--- src/rtl/fetch_pkg.sv ---
// Shared types and constants for the fetch sequencer.
package fetch_pkg;

    typedef enum logic [1:0] {
        BOOT,
        FETCH,
        HOLD,
        DRAIN
    } fetch_state_e;

    localparam logic [31:0] PC_INC = 32'd4;

endpackage

--- src/rtl/pc_next_mux.sv ---
// Priority select of the next PC: boot > exception > redirect > sequential advance > hold.
module pc_next_mux
    import fetch_pkg::*;
#(
    parameter logic [31:0] RESET_PC   = 32'h0000_0000,
    parameter logic [31:0] EXC_VECTOR = 32'h0000_0100
) (
    input  logic        sel_boot,
    input  logic        sel_exc,
    input  logic        sel_redir,
    input  logic        sel_adv,
    input  logic [31:0] pc_out,
    input  logic [31:0] redir_target,
    output logic [31:0] pc_new
);

    always_comb begin
        pc_new = pc_out;
        if (sel_boot) begin
            pc_new = RESET_PC;
        end else if (sel_exc) begin
            pc_new = EXC_VECTOR;
        end else if (sel_redir) begin
            pc_new = redir_target;
        end else if (sel_adv) begin
            // Modulo 2^32; the carry out is intentionally dropped.
            pc_new = pc_out + PC_INC;
        end
    end

endmodule

--- src/rtl/pc_fetch_ctrl.sv ---
// Fetch sequencer: drives pc_reg, runs the imem request/ack handshake and feeds decode.
// Define MISALIGN_TRAP_EN to trap redirects whose target is not word aligned.
module pc_fetch_ctrl
    import fetch_pkg::*;
#(
    parameter logic [31:0] RESET_PC   = 32'h0000_0000,
    parameter logic [31:0] EXC_VECTOR = 32'h0000_0100
) (
    input  logic        clk,
    input  logic        rst_n,
    input  logic [31:0] pc_out,
    output logic [31:0] pc_new,
    output logic        imem_req,
    output logic [31:0] imem_addr,
    input  logic        imem_ack,
    input  logic [31:0] imem_rdata,
    output logic        inst_valid,
    input  logic        inst_ready,
    output logic [31:0] inst_out,
    output logic [31:0] inst_pc,
    input  logic        redir_valid,
    input  logic [31:0] redir_target,
    input  logic        exc_valid,
    output logic        misalign_err
);

    fetch_state_e state_q, state_d;
    logic [31:0]  inst_out_q, inst_pc_q;
    logic         misalign_err_q, misalign_err_d;
    logic [31:0]  tgt;
    logic         misalign;
    logic         active, take_exc, take_redir, flush;
    logic         adv, load;

`ifdef MISALIGN_TRAP_EN
    assign misalign = redir_valid & (redir_target[1:0] != 2'b00);
    assign tgt      = redir_target;
`else
    logic unused_tgt_lsb;
    assign unused_tgt_lsb = ^redir_target[1:0];
    assign misalign       = 1'b0;
    assign tgt            = {redir_target[31:2], 2'b00};
`endif

    // Redirects and exceptions are ignored while booting.
    assign active         = (state_q != BOOT);
    assign take_exc       = active & (exc_valid | misalign);
    assign take_redir     = active & redir_valid & ~take_exc;
    assign flush          = take_exc | take_redir;
    assign misalign_err_d = active & misalign & ~exc_valid;

    always_comb begin
        state_d  = state_q;
        imem_req = 1'b0;
        adv      = 1'b0;
        load     = 1'b0;
        unique case (state_q)
            BOOT: state_d = FETCH;
            FETCH: begin
                imem_req = 1'b1;
                if (flush) begin
                    // A same-cycle ack retires the stale request; otherwise wait it out.
                    state_d = imem_ack ? FETCH : DRAIN;
                end else if (imem_ack) begin
                    load    = 1'b1;
                    adv     = 1'b1;
                    state_d = HOLD;
                end
            end
            HOLD: begin
                if (flush || inst_ready) begin
                    state_d = FETCH;
                end
            end
            // The outstanding ack still ends the drain even if another redirect arrives.
            DRAIN: begin
                if (imem_ack) begin
                    state_d = FETCH;
                end
            end
            default: state_d = BOOT;
        endcase
    end

    always_ff @(posedge clk or negedge rst_n) begin
        if (!rst_n) begin
            state_q        <= BOOT;
            inst_out_q     <= 32'h0;
            inst_pc_q      <= 32'h0;
            misalign_err_q <= 1'b0;
        end else begin
            state_q        <= state_d;
            misalign_err_q <= misalign_err_d;
            if (load) begin
                inst_out_q <= imem_rdata;
                inst_pc_q  <= pc_out;
            end
        end
    end

    pc_next_mux #(
        .RESET_PC  (RESET_PC),
        .EXC_VECTOR(EXC_VECTOR)
    ) u_pc_next_mux (
        .sel_boot    (state_q == BOOT),
        .sel_exc     (take_exc),
        .sel_redir   (take_redir),
        .sel_adv     (adv),
        .pc_out      (pc_out),
        .redir_target(tgt),
        .pc_new      (pc_new)
    );

    assign imem_addr    = pc_out;
    assign inst_valid   = (state_q == HOLD) & ~redir_valid & ~exc_valid;
    assign inst_out     = inst_out_q;
    assign inst_pc      = inst_pc_q;
    assign misalign_err = misalign_err_q;

endmodule

--- config.mk ---
export PLATFORM = sky130hd
export DESIGN_NAME = pc_fetch_ctrl
export DESIGN_NICKNAME = d
export VERILOG_FILES = /design/src/rtl/fetch_pkg.sv /design/src/rtl/pc_next_mux.sv /design/src/rtl/pc_fetch_ctrl.sv
export SDC_FILE = /design/constraint.sdc
export NUM_CORES = 1
export LEC_CHECK = 0
export BUFFER_PORTS_ARGS = -buffer_cell sky130_fd_sc_hd__buf_2
export CORE_MARGIN = 3
export CORE_UTILIZATION = 44
export DETAILED_ROUTE_END_ITERATION = 10
export GPL_ROUTABILITY_DRIVEN = 0
export PLACE_DENSITY = 0.83
export SETUP_SLACK_MARGIN = 0.15
export SYNTH_ARGS = -nofsm -noshare
export SYNTH_HDL_FRONTEND = slang
export SYNTH_SLANG_ARGS = --single-unit
--- constraint.sdc ---
create_clock -name clk -period 2.64 [get_ports clk]
set_input_delay 0.528 -clock clk [delete_from_list [all_inputs] [get_ports clk]]
set_output_delay 0.528 -clock clk [all_outputs]
set_load 0.01 [all_outputs]
==> flow_summary.ini, run 1 <==
[route]
post_drt_wl_per_cell_um = 16.1
drc = 0
drtAntennaViolNets = 0
viasPerCell = 5.11
first_iter_violations = 182
wl_mm = 13.5
drt_first_pass_iters = 4
vias = 4270

[yosys]
syn_nets = 588
synth_seq_cells = 66
synth_area_per_cell_um2 = 7.83
seq_area_frac_synth = 0.435
synth_top_cells_by_area = dfrtp_1 (43%), nand2_1 (21%), buf_4 (6.5%)
yosysUniqueCellTypes = 40
synth_edf_count = 0
synth_warnings = 0
ys_top_cells_by_count = nand2_1 (208), dfrtp_1 (66), buf_4 (33), o21ai_0 (22), a21oi_1 (21)
yosysTopAreaCellShare = 0.435
yosysMostFrequentCell = nand2_1
netlist_area_um2 = 3800
async_flop_share = 1.00
synth.largest_area_cell = dfrtp_1
synthFlopType = dfrtp_1
synth_cells = 485

[die]
die_h_um = 98.9
rows = 33
die-area_um2 = 9790
coreArea_um2 = 8300
start_util = 0.458
die_w_um = 98.9
ioPinCount = 233

[setup_path]
r2r_end = inst_out[4]
cpMostUsedCell = buf_4
r2r_cells = 8
crit_buf_inv = 5
cp_top_family = buffers and inverters
reg2reg_slack_ns = 0.97
worstReg2RegStart = state_q[1]
cp.arrival_ns = 2.08
path_class = input port to output port
cp-end-kind = output port
slowest_stage = a211oi_1
start_kind = input port
worstPathCellList = buf_8 -> buf_6 -> nand4_1 -> buf_4 -> nor3_2 -> buf_4 -> nand3_2 -> xor2_1 -> a211oi_1 -> buf_2
critPathMaxStageDelay_ns = 0.24
worst_ep_required_time_ns = 2.11
path_max_fanout = 5

[timing]
finalHoldViolCount = 0
fin_ws_ns = 0.0316
slew_headroom = 0.573
tns_ns = 0
worstMarginPinSlew_ns = 0.640
final-setup-viol-count = 0
fmax_mhz = 383
rsz0062_at_grt = true
timing.final.crit_share = 0.988
fin_skew_ns = 0.0112
holdWs_ns = 0.196
period_needed_ns = 2.61
drv_slew = 0

[power]
p_leak_nw = 3.16
power_density_nw_per_um2 = 567
irDropWorstVdd_mv = 0.505
power_mw = 3.27

[clock_tree]
cts_buffers = 9
cts_tree = built
cts_buffer_depth = 2
clock_sinks = 66
path_clk_slew_ns = 0.08
htreeDepth = 3
cts_hold_buf = 0
clk_latency_ns = 0.34
root_buffer = clkbuf_8

[placement]
post-place-ws_ns = -0.0457
hpwl_mm = 9.83
io_buffers = 229
dpl_cell_area_um2 = 5060

[global_route]
grt_pass1_wl_mm = 20.7
grt_pass1_vias = 4193
grt_antenna_before_repair = 1
overflow = 0
track_usage = 0.264
grt_max_degree = 44

[hold_path]
hold_path.class = input port to asynchronous set/reset pin

[layout]
fill_cells = 677
design_area_um2 = 5760
multi_input_area_um2 = 2070
ff_latch_area_um2 = 1650
drive_gt1_frac = 0.475
syn_to_final_growth_pct = 51.5
nets = 827

[run_status]
outcome = complete, no violations

[flow_run]
maxCapViolCount = 0
-- how the worst max path moves through the flow --
| stage | startpoint | end | depth (start not counted) |
|---|---|---|---|
| 3_3_place_gp | pc_out[2] | pc_new[22] | 10 |
| 6_report | pc_out[2] | pc_new[9] | 10 |
| 4_1_cts | state_q[1] | pc_new[8] | 5 |
| 3_5_place_dp | pc_out[2] | pc_new[8] | 8 |
| 5_1_grt | pc_out[2] | pc_new[9] | 10 |
| 2_1_floorplan | exc_valid | pc_new[3] | 6 |
-- sequential cells by signal (all words and copies together) (netlist names) --
signal,flops
inst_out,32
inst_pc,32
state_q,2
-- per-stage QoR --
step | std cells | utilization
floorplan | 485 | -
global placement | 802 | 0.610
detailed placement | 802 | 0.610
CTS | 829 | 0.663
global route | 835 | 0.694
finish | 835 | 0.694
-- worst reg2reg max path, cell delays in order, from the launching register on --
cell,delay [ns]
dfrtp_1,0.40
nand3b_1,0.21
buf_6,0.16
nor2_4,0.19
buf_4,0.16
buf_2,0.14
buf_4,0.20
nand2_1,0.09
nand2_1,0.06
-- kinds of logic after synthesis --
logic type,count (synthesis),share of synthesized area
other cells,1,0.000987
flops,66,0.435
compound gates,53,0.0774
xor+xnor,28,0.0645
fa+ha+maj,1,0.00329
mux,1,0.00263
simple gates,276,0.323
buf+inv,59,0.0932
-- layer usage --
layer / vias up / track usage / share of wire
met2: 196 / 0.465 / 0.52
li1: 2017 / - / -
met1: 2037 / 0.316 / 0.39
met4: 0 / 0.0914 / 0.019
met5: - / 0 / 0
met3: 20 / 0.0587 / 0.074
-- layout make-up --
| cell class | instances | area share |
|---|---|---|
| multi-input cells | 360 | 0.360 |
| repair buffers | 285 | 0.294 |
| flip-flops and latches | 66 | 0.287 |
| well taps | 105 | 0.0228 |
| clock buffers | 9 | 0.0215 |
| clock inverters | 7 | 0.0133 |
| inverters | 2 | 0.00130 |
| diodes | 1 | 0.000435 |
-- layout by cell type, fill, tap and decap left out, types with 4 or more instances in the layout --
cell type and instances:
a211oi_1 5, a21oi_1 19, and3_1 5, buf_2 219
buf_4 45, buf_6 15, buf_8 4, clkbuf_8 9
dfrtp_1 66, nand2_1 205, nand3_1 4, nand3_2 6
nand3_4 4, nand4_1 7, nor2_1 12, nor4_4 5
o21ai_0 22, xnor2_1 7, xor2_1 14, xor2_2 5
-- repair_timing --
| action | 4_1_cts | 5_1_grt |
|---|---|---|
| setup buffers | 10 | 5 |
| gates resized for setup | 34 | 42 |
| cloned | 1 | 0 |
| pin swaps | 12 | 27 |
| endpoints found under the setup margin | 25 | 29 |
-- report_power, final --
group / switching [mW] / internal [mW] / leakage, nW / total [mW]
clock network: 0.419 / 0.442 / 0.0962 / 0.861
logic: 0.590 / 0.445 / 2.24 / 1.04
registers: 0.126 / 1.24 / 0.823 / 1.37
Note: power is estimated with default switching activity, not from simulation.
==> run 2, diff against run 1 <==
--- a/config.mk
+++ b/config.mk
@@ -5,13 +5,14 @@
 export SDC_FILE = /design/constraint.sdc
 export NUM_CORES = 1
 export LEC_CHECK = 0
-export BUFFER_PORTS_ARGS = -buffer_cell sky130_fd_sc_hd__buf_2
+export BUFFER_PORTS_ARGS = -buffer_cell sky130_fd_sc_hd__buf_4
 export CORE_MARGIN = 3
 export CORE_UTILIZATION = 44
 export DETAILED_ROUTE_END_ITERATION = 10
 export GPL_ROUTABILITY_DRIVEN = 0
 export PLACE_DENSITY = 0.83
 export SETUP_SLACK_MARGIN = 0.15
+export SKIP_LAST_GASP = 1
 export SYNTH_ARGS = -nofsm -noshare
 export SYNTH_HDL_FRONTEND = slang
 export SYNTH_SLANG_ARGS = --single-unit
==> flow_summary.ini, run 2 (synthesis results as in run 1) <==
[layout]
multi_input_area_um2 = 2030
ff_latch_area_um2 = 1650
insertedDiodeCount = 0
nets = 829
layout_commonest_cell = buf_4
mostFrequentLayoutCells = buf_4 (266), nand2_1 (204), dfrtp_1 (66), o21ai_0 (22), a21oi_1 (20)
drive_gt1_frac = 0.468
fill_cells = 610
design_area_um2 = 6310
syn_to_final_growth_pct = 66.0

[setup_path]
cpMostUsedCell = buf_4
critPathMaxStageDelay_ns = 0.46
cp.arrival_ns = 2.11
worstPathCellList = nand3b_1 -> buf_4 -> or4_4 -> xor2_2 -> a211oi_2 -> buf_4
start_kind = register
path_max_fanout = 3
worst_ep_required_time_ns = 2.11
cp_top_family = simple AND/OR/NAND/NOR gates
path_class = register to output port
slowest_stage = or4_4
crit_buf_inv = 2
cp-end-kind = output port

[die]
die_h_um = 98.9
ioPinCount = 233
die-area_um2 = 9790
start_util = 0.458
die_w_um = 98.9
coreArea_um2 = 8300
rows = 33

[run_status]
violations = setup timing
outcome = finished, violations left

[clock_tree]
cts_tree = built
cts_hold_buf = 0
clk_latency_ns = 0.33
root_buffer = clkbuf_8
path_clk_slew_ns = 0.08
htreeDepth = 3
clock_sinks = 66
cts_buffer_depth = 2
cts_buffers = 9

[global_route]
grt_max_degree = 67
grt_antenna_before_repair = 0
grt_pass1_vias = 4168
overflow = 0
grt_pass1_wl_mm = 20.4
track_usage = 0.259

[timing]
worstMarginPinSlew_ns = 0.843
final-setup-viol-count = 1
fmax_mhz = 378
slew_headroom = 0.438
timing.final.crit_share = 1.00
drv_slew = 0
finalHoldViolCount = 0
holdWs_ns = 0.280
fin_ws_ns = -0.00202
tns_ns = -0.00202
rsz0062_at_grt = true
period_needed_ns = 2.64
fin_skew_ns = 0.00790

[route]
post_drt_wl_per_cell_um = 16.1
drtAntennaViolNets = 0
vias = 4246
viasPerCell = 5.08
wl_mm = 13.5
drt_first_pass_iters = 4
first_iter_violations = 126
drc = 0

[placement]
post-place-ws_ns = -0.0169
hpwl_mm = 9.80
dpl_cell_area_um2 = 5560
io_buffers = 229

[hold_path]
hold_path.class = input port to asynchronous set/reset pin

[power]
p_leak_nw = 3.34
power_density_nw_per_um2 = 559
irDropWorstVdd_mv = 0.387

[flow_run]
maxCapViolCount = 0
==> run 2: report_power, final <==
part / switching (mW) / total (mW) / leakage, nW / internal [mW]
clock: 0.420 / 0.911 / 0.102 / 0.492
sequential: 0.134 / 1.38 / 0.823 / 1.24
combinational: 0.599 / 1.24 / 2.42 / 0.636
==> run 2: layout make-up <==
| cell class | instances | area share |
|---|---|---|
| Inverter | 2 | 0.00119 |
| Timing Repair Buffer | 287 | 0.360 |
| Multi-Input combinational cell | 360 | 0.322 |
| Sequential cell | 66 | 0.262 |
| Clock buffer | 11 | 0.0240 |
| Tap cell | 105 | 0.0208 |
| Clock inverter | 5 | 0.00992 |
==> run 2: layer usage <==
| layer | vias to the layer above | track usage | wire, µm |
|---|---|---|---|
| met5 | - | 0 | 0 |
| met4 | 0 | 0.0924 | 231 |
| met3 | 16 | 0.0651 | 1090 |
| met2 | 176 | 0.438 | 6990 |
| met1 | 2034 | 0.320 | 5180 |
| li1 | 2020 | - | - |
==> run 2: what timing repair did <==
item	4_1_cts	5_1_grt
pin swaps	21	30
gates resized for setup	34	31
endpoints found under the setup margin	26	29
gates cloned	0	1
buffers inserted	17	9
==> run 2: path summary, 6_finish.rpt <==
check                      slack (ns)  cells after the start            to           from
min reg2reg                      0.48                      2   inst_pc[30]    inst_pc[30]
max                            -0.002                      6     pc_new[8]     state_q[1]
max in group asynchronous        1.78                      1   inst_out[5]          rst_n
min                              0.28                      1   inst_pc[10]          rst_n
max reg2reg                      0.19                     15  inst_out[31]     state_q[0]
min in group clk                 0.38                      3   inst_out[0]  imem_rdata[0]
==> run 2: metrics by stage <==
| step | util | total power [mW] | instances |
|---|---|---|---|
| after global routing | 0.760 | 3.72 | 836 |
| after global placement | 0.670 | 2.53 | 793 |
| after detailed placement | 0.670 | 2.57 | 793 |
| final | 0.760 | 3.52 | 836 |
| after CTS | 0.730 | 3.52 | 826 |
| after floorplan | - | 1.84 | 485 |
==> run 3, diff against run 2 <==
--- a/config.mk
+++ b/config.mk
@@ -7,10 +7,10 @@
 export LEC_CHECK = 0
 export BUFFER_PORTS_ARGS = -buffer_cell sky130_fd_sc_hd__buf_4
 export CORE_MARGIN = 3
-export CORE_UTILIZATION = 44
+export CORE_UTILIZATION = 40
 export DETAILED_ROUTE_END_ITERATION = 10
 export GPL_ROUTABILITY_DRIVEN = 0
-export PLACE_DENSITY = 0.83
+export PLACE_DENSITY = 0.76
 export SETUP_SLACK_MARGIN = 0.15
 export SKIP_LAST_GASP = 1
 export SYNTH_ARGS = -nofsm -noshare
==> flow_summary.ini, run 3 (synthesis results as in run 1) <==
[run_status]
outcome = finished, violations left
violations = setup timing

[clock_tree]
cts_buffer_depth = 2
cts_tree = built
clk_latency_ns = 0.35
root_buffer = clkbuf_8
clock_sinks = 66
cts_hold_buf = 0
htreeDepth = 3
cts_buffers = 9
path_clk_slew_ns = 0.08

[timing]
rsz0062_at_grt = true
final-setup-viol-count = 1
slew_headroom = 0.434
fmax_mhz = 378
holdWs_ns = 0.278
drv_slew = 0
fin_ws_ns = -0.00308
worstMarginPinSlew_ns = 0.849
fin_skew_ns = 0.00911
timing.final.crit_share = 1.00
finalHoldViolCount = 0
period_needed_ns = 2.64
tns_ns = -0.00308

[layout]
drive_gt1_frac = 0.476
fin_cells = 865
insertedDiodeCount = 0
nets = 837
syn_to_final_growth_pct = 67.8
mostFrequentLayoutCells = buf_4 (277), nand2_1 (202), dfrtp_1 (66), o21ai_0 (22), a21oi_1 (21)
fill_cells = 721
layout_commonest_cell = buf_4

[global_route]
track_usage = 0.248
grt_pass1_vias = 4173
overflow = 0
grt_antenna_before_repair = 0
grt_pass1_wl_mm = 20.5
grt_max_degree = 67

[setup_path]
r2r_cells = 13
worstReg2RegStart = state_q[1]
worstPathCellList = buf_8 -> ha_4 -> nand3_4 -> or4_4 -> buf_12 -> nor4_4 -> xnor2_1 -> a21oi_1 -> buf_4
path_class = input port to output port
worst_ep_required_time_ns = 2.11
cp_top_family = simple AND/OR/NAND/NOR gates
slowest_stage = or4_4
path_max_fanout = 3
start_kind = input port
cp.arrival_ns = 2.12
r2r_end = inst_pc[0]
crit_buf_inv = 3
reg2reg_slack_ns = 0.54
critPathMaxStageDelay_ns = 0.60
cp-end-kind = output port

[die]
ioPinCount = 233
die_h_um = 103
start_util = 0.423
rows = 34
coreArea_um2 = 8980
die_w_um = 103
die-area_um2 = 10700

[route]
drc = 0
post_drt_wl_per_cell_um = 15.6
wl_mm = 13.5
drt_first_pass_iters = 4
vias = 4253
drtAntennaViolNets = 0
first_iter_violations = 130
viasPerCell = 4.92

[placement]
hpwl_mm = 10.1
io_buffers = 229
placedCellCount = 821

[power]
power.switching_mw = 1.16
p_leak_nw = 3.37
seq_power_share = 0.394
p_clk_frac = 0.252
power_density_nw_per_um2 = 547
p_sw_frac = 0.332
power_frac_comb = 0.354
power.internal_mw = 2.33
irDropWorstVdd_mv = 0.348

[flow_run]
maxCapViolCount = 0

[hold_path]
hold_path.class = input port to asynchronous set/reset pin
## run 3: repair_timing
item	in CTS	in global routing
endpoints found under the hold margin	0	0
resized for setup	36	18
endpoints found under the setup margin	26	30
gates cloned	1	0
setup buffers	23	4
pin swaps	30	27
## run 3: area by class of cell
class                   count  area (µm²)  area share
inverters                   2        7.51     0.00118
multi-input cells         360        1990       0.313
repair buffers            295        2360       0.371
clock buffers               9         124      0.0194
flip-flops and latches     66        1650       0.259
clock inverters             7        77.6      0.0122
well taps                 126         158      0.0247
## run 3: power groups by stage
stage | Sequential, mW | Combinational, mW | Clock (mW)
after global routing | 1.41 | 1.35 | 0.948
final | 1.38 | 1.24 | 0.879
after floorplan | 1.49 | 0.353 | 0
after global placement | 1.38 | 1.17 | 0
after CTS | 1.38 | 1.24 | 0.904
after detailed placement | 1.39 | 1.20 | 0
## run 3: layer usage
metal,vias to the layer above,routed length [µm],global-route usage
met3,19,1200,0.0731
met1,2009,5190,0.298
met5,-,0,0
met4,0,179,0.0697
li1,2041,-,-
met2,184,6920,0.430
## run 3: per-stage QoR
stage               utilization  instance area (µm²)  power (mW)  setup slack [ns]
global route              0.710                 6380        3.70            -0.113
finish                    0.710                 6380        3.49          -0.00308
CTS                       0.698                 6270        3.52           -0.0186
global placement          0.631                 5670        2.55           -0.0169
detailed placement        0.631                 5670        2.59           -0.0464
floorplan                     -                 3800        1.84             0.200
## run 3: how the worst max path moves through the flow
stage / endpoint / slack (ns) / start / depth (start not counted)
after floorplan: pc_new[3] / 0.20 / exc_valid / 6
after CTS: pc_new[28] / -0.02 / pc_out[3] / 8
final: pc_new[26] / -0.003 / pc_out[2] / 9
after global routing: pc_new[30] / -0.11 / pc_out[2] / 9
after detailed placement: pc_new[22] / -0.05 / pc_out[2] / 10
after global placement: pc_new[8] / -0.02 / exc_valid / 6
